<file path="src/rtl/crc_byte_serializer.sv">
// Byte-to-bit serializer feeding the serial CRC-8 block; one bit per clock, 1-cycle GAP with FRAME_DONE per frame.
// Optional SER_MSB_FIRST_EN sends each word MSB first (default LSB first); timing is identical in both builds.
module crc_byte_serializer #(
  parameter int WIDTH = 8
) (
  input  logic             CLK,
  input  logic             RST,
  input  logic [WIDTH-1:0] IN_DATA,
  input  logic             IN_VALID,
  input  logic             IN_LAST,
  output logic             IN_READY,
  output logic             SER_DATA,
  output logic             SER_ACTIVE,
  output logic             FRAME_DONE
);

  localparam int CW = (WIDTH > 1) ? $clog2(WIDTH) : 1;
  localparam logic [CW-1:0] CNT_MAX = CW'(WIDTH - 1);

  typedef enum logic [1:0] {
    IDLE  = 2'd0,
    SHIFT = 2'd1,
    GAP   = 2'd2
  } state_t;

  state_t           state_q, state_d;
  logic [WIDTH-1:0] sh_q, sh_d;
  logic             sh_last_q, sh_last_d;
  logic [CW-1:0]    cnt_q, cnt_d;
  logic [WIDTH-1:0] hold_q, hold_d;
  logic             hold_last_q, hold_last_d;
  logic             hold_full_q, hold_full_d;
  logic             ready_q, ready_d;
  logic             ser_data_q, ser_data_d;
  logic             ser_active_q, ser_active_d;
  logic             frame_done_q, frame_done_d;

  logic             accept;
  logic             last_bit;
  logic             load_pt;
  logic [CW-1:0]    bit_idx;

  always_comb begin
    state_d     = state_q;
    sh_d        = sh_q;
    sh_last_d   = sh_last_q;
    cnt_d       = cnt_q;
    hold_d      = hold_q;
    hold_last_d = hold_last_q;
    hold_full_d = hold_full_q;

    accept   = IN_VALID && ready_q;
    last_bit = (state_q == SHIFT) && (cnt_q == CNT_MAX);
    load_pt  = (state_q == IDLE) || (state_q == GAP) || (last_bit && !sh_last_q);

    if (load_pt) begin
      cnt_d = '0;
      // ready_q mirrors !hold_full_q, so a full hold and a new accept never coincide here.
      if (hold_full_q) begin
        sh_d        = hold_q;
        sh_last_d   = hold_last_q;
        hold_full_d = 1'b0;
        state_d     = SHIFT;
      end else if (accept) begin
        sh_d      = IN_DATA;
        sh_last_d = IN_LAST;
        state_d   = SHIFT;
      end else begin
        state_d = IDLE;
      end
    end else begin
      if (last_bit) begin
        state_d = GAP;
        cnt_d   = '0;
      end else begin
        cnt_d = cnt_q + 1'b1;
      end
      if (accept) begin
        hold_d      = IN_DATA;
        hold_last_d = IN_LAST;
        hold_full_d = 1'b1;
      end
    end

`ifdef SER_MSB_FIRST_EN
    bit_idx = CNT_MAX - cnt_d;
`else
    bit_idx = cnt_d;
`endif

    // Outputs are precomputed from next-state values so they appear registered with no extra latency.
    ready_d      = !hold_full_d;
    ser_active_d = (state_d == SHIFT);
    ser_data_d   = (state_d == SHIFT) ? sh_d[bit_idx] : 1'b0;
    frame_done_d = (state_d == GAP);
  end

  always_ff @(posedge CLK or negedge RST) begin
    if (!RST) begin
      state_q      <= IDLE;
      sh_q         <= '0;
      sh_last_q    <= 1'b0;
      cnt_q        <= '0;
      hold_q       <= '0;
      hold_last_q  <= 1'b0;
      hold_full_q  <= 1'b0;
      ready_q      <= 1'b1;
      ser_data_q   <= 1'b0;
      ser_active_q <= 1'b0;
      frame_done_q <= 1'b0;
    end else begin
      state_q      <= state_d;
      sh_q         <= sh_d;
      sh_last_q    <= sh_last_d;
      cnt_q        <= cnt_d;
      hold_q       <= hold_d;
      hold_last_q  <= hold_last_d;
      hold_full_q  <= hold_full_d;
      ready_q      <= ready_d;
      ser_data_q   <= ser_data_d;
      ser_active_q <= ser_active_d;
      frame_done_q <= frame_done_d;
    end
  end

  assign IN_READY   = ready_q;
  assign SER_DATA   = ser_data_q;
  assign SER_ACTIVE = ser_active_q;
  assign FRAME_DONE = frame_done_q;

endmodule

</file>
<file path="config.mk">
export PLATFORM = sky130hd
export DESIGN_NAME = crc_byte_serializer
export DESIGN_NICKNAME = d
export VERILOG_FILES = /design/src/rtl/crc_byte_serializer.sv
export SDC_FILE = /design/constraint.sdc
export NUM_CORES = 1
export LEC_CHECK = 0
export CELL_PAD_IN_SITES_DETAIL_PLACEMENT = 1
export CELL_PAD_IN_SITES_GLOBAL_PLACEMENT = 1
export CORE_MARGIN = 5
export CORE_UTILIZATION = 40
export CTS_BUF_LIST = sky130_fd_sc_hd__clkbuf_4 sky130_fd_sc_hd__clkbuf_8 sky130_fd_sc_hd__clkbuf_16
export DETAILED_ROUTE_END_ITERATION = 7
export GPL_TIMING_DRIVEN = 0
export PLACE_DENSITY = 0.73
export SLEW_MARGIN = 40
export SYNTH_ARGS = -nofsm -noshare
export SYNTH_HDL_FRONTEND = slang
export SYNTH_SLANG_ARGS = --single-unit
</file>
<file path="constraint.sdc">
create_clock -name CLK -period 2.7 [get_ports CLK]
set_input_delay 0.54 -clock CLK [delete_from_list [all_inputs] [get_ports CLK]]
set_output_delay 0.54 -clock CLK [all_outputs]
set_load 0.005 [all_outputs]
</file>
==> results by stage, run 1 <==
Die:
- Row generation in the floorplan step produced 21 rows.
- 16 I/O pins were placed.
- The floorplan step set the die width to approximately 68 um.
- In this run the standard cell core region covers about 3300 um^2.
- The starting density of the core is between 40% and 50%.
- The floorplan die area is about 4600 um^2.
- The floorplan step set the die height to 67.7 um.

Timing:
- The setup skew after layout is 0.00424 ns.
- The portion of the clock cycle consumed by the worst path in the final layout is roughly nine tenths.
- The number of max-slew violations in the final report is 0.
- The worst pin sits at a relative slew slack of about three fifths.
- Adding up every negative setup slack in the final design gives 0 ns.
- The time the final worst path needs with I/O delays and setup is between 2 and 2.5 ns.
- The worst path meets setup with 0.271 ns of slack.
- Timing would allow up to approximately 410 MHz.
- At the pin with the least slew margin, the transition time is ~0.61 ns.
- Setup violations remaining at the end of the flow were counted as 0.
- Setup repair after global routing left no endpoint under its margin.
- The final hold violation count was 0.

Clocking:
- Counting every sink on the clock net gives 28.
- After clock tree synthesis, the clock-pin slew on the worst setup and hold paths is about 0.15 ns.
- The total of cells resized after clock tree synthesis is 0.
- The master cell of the clock root buffer is clkbuf_4.
- The number of levels the H-tree was split into is 1.
- The number of setup buffers added after CTS is 0.
- The clock passes through at most 2 buffers.
- The clock buffer count from CTS is 3.
- The latest clock arrival within the worst-skew pair is around 0.33 ns.
- The clock tree from TritonCTS is done.
- The hold buffer count at cts is 0.

Setup path:
- The kind of capture point of the worst setup path is a register.
- The most numerous cell type found on the critical path is ha_1.
- The maximum net fanout on the critical path is 7.
- STA puts the critical path data required time at 2.93 ns.
- The endpoint of the worst register-to-register path is SER_DATA$_DFF_PN0_.
- The critical path goes through ha_1 > ha_1 > or3b_1 > buf_6 > a21oi_4 > mux2_4 > a211oi_2 > o22ai_2.
- The worst setup path is launched from a register.
- Across all register-to-register paths, the minimum setup slack is 0.27 ns.
- For the worst flop-to-flop path, the logic depth is 8.
- On the critical path, the stage with the largest delay is an instance of dfrtp_1.
- In this design, the stage delay of the slowest critical-path cell is ~0.48 ns.
- The setup path with the least slack is of type reg2reg.
- The worst register-to-register path begins at cnt_q[0]$_DFF_PN0_.
- On the critical path the largest part of the delay comes from compound AO/OA/AOI/OAI gates.
- Together, buffers and inverters on the worst path number 1.
- The critical path arrival is between 2 and 3 ns.

Global routing:
- The pin count of the biggest net entering global routing is 29.
- Global routing used around an eighth of the available tracks.
- The first global-routing pass estimated roughly 4500 um of wire.
- The total overflow reported by the global router is 0.
- The via count of the first global-routing pass was about 940.
- The number of antenna violations at the first check in global routing is 0.

Synth:
- Synthesis instantiated 40 different standard cells from the library.
- The count of flip-flops with a built-in enable after synthesis is 0.
- In the synthesized netlist, the number of instances is 110.
- The mapped netlist covers 1330 um^2.
- The average cell area after synthesis is ~12 um^2.
- The most used flip-flop cell after synthesis is dfrtp_1.
- The async set or reset register ratio after synthesis is between 90% and 100%.
- The number of nets handed over by synthesis was around 120.
- Counting flops and latches in the post-synthesis netlist gives 28.
- The total number of yosys warnings is 0.
- Sequential elements use 52.8% of the synthesized area.

Cells and area:
- The number of nets in the final layout is between 100 and 150.
- The share of post-route cells with drive strength above 1 is 15.5%.
- The post-route standard cell area excluding fillers is approximately 1600 um^2.
- The number of antenna cells inserted is 0.
- Relative to the synthesized area, the layout overhead comes to 17.5%.
- Counting the fill cells in the layout gives 360.

Flow run:
- Across the run, the number of max-cap violations was 0.

Drt:
- For this run, design rule violations remaining after detail routing come to 0.
- Wires add up to 2570 um.
- The per-cell via count in the routed design is approximately 5.1.
- Across all layers, the routed design uses 895 vias.
- The number of design-rule violations left by the first detailed-router iteration is 24.
- The detail route stage leaves a number of antenna-violating nets equal to 0.
- The wire length per cell is roughly 15 um.
- The length of the first detailed-routing pass in iterations is 4.

Placement:
- The standard cell area after detailed placement is 1530 um^2.
- OpenSTA, run right after detailed placement, puts the worst setup slack at between 0.2 and 0.3 ns.
- The HPWL after detailed placement is 2050 um.
- Buffers placed on the I/O ports in this run total 15.
- The routability congestion estimate from global placement is 0.763.

Power:
- Across the VDD grid, the largest voltage drop is between 0.0004 and 0.0005 V.
- For this design the ratio of total power to cell area is approximately 1100 nW/um^2.
- The total design power is between 1.5 and 2 mW.
- The reported leakage power is 0.688 nW.

Outcome:
- The run finished with clean final reports.

Worst hold path:
- The tightest min-delay check is of the in2async type.
[cell usage after synthesis, types with 2 or more instances]
master / n / area share (%)
ha_1: 2 / 1.9
o21ai_1: 4 / 1.5
inv_2: 2 / 0.56
nand2_1: 10 / 2.8
a211oi_2: 3 / 2.8
o211ai_1: 2 / 1.1
a21o_1: 2 / 1.1
nor3_1: 3 / 1.1
nor2_1: 2 / 0.56
o21a_1: 2 / 1.1
mux2_1: 11 / 9.3
mux2i_1: 7 / 5.3
nand3_1: 2 / 0.75
a21oi_1: 3 / 1.1
inv_1: 4 / 1.1
dfrtp_1: 27 / 51
[report_power, final]
part	switching (mW)	internal (mW)
logic	0.430	0.394
clock network	0.123	0.0680
registers	0.110	0.623
[logic make-up after synthesis]
kind of cell | Yosys count | share of synthesized area (%)
AO/OA/AOI/OAI | 26 | 15.8
buffers and inverters | 10 | 3.76
flip-flops | 28 | 52.8
AND/OR/NAND/NOR | 25 | 10.1
multiplexers | 19 | 15.7
adder cells (fa/ha/maj) | 2 | 1.88
[state kept, by name, summed over array words and instances, names as in the netlist]
register,cells
hold_q,8
SER_ACTIVE,1
hold_full_q,1
SER_DATA,1
cnt_q,3
state_q,2
FRAME_DONE,1
IN_READY,1
sh_q,8
sh_last_q,1
hold_last_q,1
[per-layer routing]
metal | wire length, um | vias up | global-route usage (%)
met3 | 94 | 4 | 2.83
met5 | 0 | - | 0
met1 | 1220 | 439 | 17.3
met2 | 1210 | 18 | 20.9
li1 | - | 434 | -
met4 | 40 | 0 | 6.08
[how the worst max path moves through the flow]
stage / endpoint / cells after the start / slack (ns) / from
5_1_grt: SER_DATA$_DFF_PN0_ / 8 / 0.14 / cnt_q[0]$_DFF_PN0_
6_report: SER_DATA$_DFF_PN0_ / 8 / 0.27 / cnt_q[0]$_DFF_PN0_
3_5_place_dp: SER_DATA$_DFF_PN0_ / 8 / 0.30 / cnt_q[0]$_DFF_PN0_
4_1_cts: SER_DATA$_DFF_PN0_ / 8 / 0.27 / cnt_q[0]$_DFF_PN0_
3_3_place_gp: SER_DATA$_DFF_PN0_ / 8 / 0.32 / cnt_q[0]$_DFF_PN0_
2_1_floorplan: SER_DATA$_DFF_PN0_ / 8 / 0.52 / cnt_q[0]$_DFF_PN0_
[metrics by stage]
step	hold slack, ns	std cells	utilization, %
final	0.198	175	47.6
after global placement	0.464	171	46.8
after detailed placement	0.476	171	46.7
after CTS	0.213	175	47.6
after floorplan	0.244	110	-
after global routing	0.229	175	47.6
[layout make-up]
| type | instances | area, um^2 | share of cell area, % |
|---|---|---|---|
| Multi-Input combinational cell | 72 | 578 | 37.0 |
| Tap cell | 46 | 57.6 | 3.68 |
| Clock buffer | 4 | 30.0 | 1.92 |
| Timing Repair Buffer | 15 | 145 | 9.29 |
| Buffer | 4 | 27.5 | 1.76 |
| Inverter | 6 | 22.5 | 1.44 |
| Sequential cell | 28 | 702 | 44.9 |
[cell usage in the layout (no fill, tap or decap), types with 2 or more instances in the layout]
cell / count
mux2_1: 11
o211ai_1: 2
o21ai_1: 4
clkdlybuf4s50_1: 14
o21a_1: 2
nor3_1: 3
ha_1: 2
dfrtp_1: 27
a21oi_1: 3
clkbuf_4: 4
nor2_1: 2
inv_2: 2
buf_2: 2
a211oi_2: 3
mux2i_1: 7
a21o_1: 2
nand2_1: 10
inv_1: 4
nand3_1: 2
(Power assumes the default switching activity.)
==> run 2: changes to the inputs <==
--- a/config.mk
+++ b/config.mk
@@ -7,7 +7,7 @@
 export LEC_CHECK = 0
 export CELL_PAD_IN_SITES_DETAIL_PLACEMENT = 1
 export CELL_PAD_IN_SITES_GLOBAL_PLACEMENT = 1
-export CORE_MARGIN = 5
+export CORE_MARGIN = 2
 export CORE_UTILIZATION = 40
 export CTS_BUF_LIST = sky130_fd_sc_hd__clkbuf_4 sky130_fd_sc_hd__clkbuf_8 sky130_fd_sc_hd__clkbuf_16
 export DETAILED_ROUTE_END_ITERATION = 7
==> constraint.sdc (replaced) <==
create_clock -name CLK -period 2.7 [get_ports CLK]
set_input_delay 0.54 -clock CLK [delete_from_list [all_inputs] [get_ports CLK]]
set_output_delay 0.54 -clock CLK [all_outputs]
set_load 0.1 [all_outputs]
==> results by stage, run 2 (same netlist as run 1, synthesis figures left out) <==
Placement:
- The routability congestion estimate from global placement is around 0.78.
- The count of buffers inserted at the top-level ports is 15.
- Including well taps, the total number of placed cells is approximately 170.
- The HPWL reported at the end of detailed placement is a little under 2000 um.
- The post-place setup slack is 0.286 ns.

Cells and area:
- The area used by sequential logic in the layout is 702 um^2.
- Fill cells in the final layout number 351.
- Once layout is complete, the cells apart from fillers number approximately 170.
- The top cell types in the final layout, fill and taps aside, are 27 x dfrtp_1, 11 x mux2_1, 10 x nand2_1, 10 x clkdlybuf4s50_1, 7 x mux2i_1.
- From synthesis to final layout, the design area changed by 16.3%.
- Summing all multi-input logic gate instances after layout gives between 500 and 600 um^2.
- The share of post-route cells with drive strength above 1 is about a fifth.
- The number of nets in the final layout is between 100 and 150.
- The most common cell after layout, fill and taps aside is dfrtp_1.
- The number of antenna diodes in the final layout is 0.
- The largest registers in the layout are hold_q (8), sh_q (8), cnt_q (3).

Clocking:
- The number of clock buffers added by TritonCTS is 3.
- The number of levels the H-tree was split into is 1.
- The total of cells resized after clock tree synthesis is 0.
- The clock tree from TritonCTS is done.
- At the later pin of the worst-skew pair, clock insertion delay measures around 0.32 ns.
- CTS placed an instance of clkbuf_4 at the clock tree root.
- The longest clock path from root to sink contains 2 buffers.
- Once the clock tree was built, the setup fixing pass inserted 0 buffers.
- After clock tree synthesis, the flow added hold-fix buffers numbering 0.
- Clock tree synthesis found a total of 28 sinks.
- The clock-pin slew of the registers on the worst-case setup and hold paths is roughly 0.15 ns.

Global routing:
- The first global-routing pass estimated approximately 4600 um of wire.
- Global routing used between 10% and 20% of the available tracks.
- The number of antenna violations at the first check in global routing is 0.
- Entering global routing, the biggest net connects 29 pins.
- The via count of the first global-routing pass was a little over 1000.
- After global routing the overflow that remains totals 0.

Die:
- In this run the vertical extent of the chip is between 60 and 70 um.
- The top-level port count is 16.
- The floorplan die area is around 3800 um^2.
- The overall die width is 61.7 um.
- After floorplanning, the core was sized to cover 3100 um^2.
- The floorplan has 20 rows.
- The starting density of the core is between 40% and 50%.

Setup path:
- In this run the worst setup path begins at cnt_q[0]$_DFF_PN0_.
- The critical path goes through ha_1 > ha_1 > or3b_1 > buf_6 > a21oi_4 > mux2_4 > a211oi_2 > o22ai_2.
- The critical path runs through a total of 8 cells.
- The worst setup path is launched from a register.
- Together, buffers and inverters on the worst path number 1.
- The worst register-to-register path begins at cnt_q[0]$_DFF_PN0_.
- Among the stages of the critical path, the cell type that occurs most often is ha_1.
- Along the worst path, the maximum fanout reaches 7.
- The required time of the worst setup path is between 2 and 3 ns.
- On the critical path, the stage with the largest delay is an instance of dfrtp_1.
- Counting cells, the worst reg-to-reg path comes to 8.
- For the worst setup path, the data arrival time is ~2.7 ns.
- The worst setup path is captured at a register.
- The critical path is of the reg2reg type.
- The cell family with the largest share of critical-path delay is compound AO/OA/AOI/OAI gates.
- For this run, the slowest stage of the critical path takes 0.47 ns.

Timing:
- The worst relative slew slack is between 50% and 60%.
- The highest clock frequency the design can meet is around 410 MHz.
- Setup repair after global routing left no endpoint under its margin.
- Setup total negative slack on the finished layout was measured at 0 ns.
- Clock skew on the completed layout was measured at 0.00964 ns.
- The final hold violation count came to 0.
- The portion of the clock cycle consumed by the worst path in the final layout is around nine tenths.
- The least setup slack across all paths after layout is 0.263 ns.
- The time the final worst path needs with I/O delays and setup is ~2.4 ns.
- The slew of the pin with the lowest slew margin is 0.618 ns.
- The number of max-slew violations in the final report is 0.
- The final setup violation count is 0.

Drt:
- The sum of routed wire length over all layers is between 2000 and 3000 um.
- The per-cell via count in the routed design is around 5.
- Once detail routing completed, the nets flagged for antenna violations numbered 0.
- Summing over every cut layer, the via total after detailed routing is between 800 and 900.
- The length of the first detailed-routing pass in iterations is 4.
- In the final routed layout, each cell accounts on average for approximately 15 um.
- In this run, the number of DRC markers left after iteration 0 of detailed routing was 14.
- For this run, design rule violations remaining after detail routing come to 0.

Worst hold path:
- The worst hold path belongs to the class in2async.

Outcome:
- The run finished with clean final reports.

Flow run:
- The number of max-cap violations is 0.

Power:
- The reported leakage power is 0.693 nW.
- The total power divided by cell area is around 1200 nW/um^2.
- Power comes to between 1.5 and 2 mW.
- The peak supply drop is around 0.00036 V.
[run 2: cell types whose count changed in the layout (fill, tap and decap cells not counted), sizes merged]
| cell | delta |
|---|---|
| buf | +4 |
| clkdlybuf4s50 | -4 |
[run 2: path summary, 6_finish.rpt]
path	slack (ns)	end
min	0.20	sh_q[3]$_DFF_PN0_
min in group CLK	0.51	hold_last_q$_DFFE_PN0P_
max	0.26	SER_DATA$_DFF_PN0_
max reg2reg	0.26	SER_DATA$_DFF_PN0_
max in group asynchronous	2.09	state_q[0]$_DFF_PN0_
min reg2reg	0.51	hold_last_q$_DFFE_PN0P_
[run 2: cell type report]
cell class | count | share of cell area, %
timing repair buffer | 15 | 8.09
inverter | 6 | 1.46
clock buffer | 4 | 2.35
buffer | 4 | 1.78
multi-input combinational | 72 | 37.4
tap | 44 | 3.56
sequential | 28 | 45.4
[run 2: where the power goes]
group	internal [mW]	total, mW	switching, mW
Combinational	0.374	0.975	0.601
Sequential	0.622	0.729	0.107
Clock	0.0825	0.204	0.121
[run 2: metal layers]
layer | track usage (%) | wire, um | vias to the layer above | share of wire [%]
met5 | 0 | 0 | - | 0
met4 | 6.99 | 43 | 0 | 1.6
met3 | 2.10 | 72 | 4 | 2.7
met2 | 30.1 | 1320 | 13 | 50
met1 | 20.8 | 1200 | 441 | 45
li1 | - | - | 432 | -
[run 2: through the flow]
step           util, %  hold WS [ns]  instance area (um^2)
5_1_grt           49.8         0.223                  1550
2_1_floorplan        -         0.244                  1330
3_5_place_dp      48.7         0.480                  1510
6_report          49.8         0.201                  1550
3_3_place_gp      49.5         0.461                  1540
4_1_cts           49.8         0.214                  1550
==> run 3: changes to the inputs <==
--- a/config.mk
+++ b/config.mk
@@ -11,6 +11,7 @@
 export CORE_UTILIZATION = 40
 export CTS_BUF_LIST = sky130_fd_sc_hd__clkbuf_4 sky130_fd_sc_hd__clkbuf_8 sky130_fd_sc_hd__clkbuf_16
 export DETAILED_ROUTE_END_ITERATION = 7
+export GPL_ROUTABILITY_DRIVEN = 0
 export GPL_TIMING_DRIVEN = 0
 export PLACE_DENSITY = 0.73
 export SLEW_MARGIN = 40
==> results of run 3 <==
Final layout, timing and power as in run 2 (identical DEF).
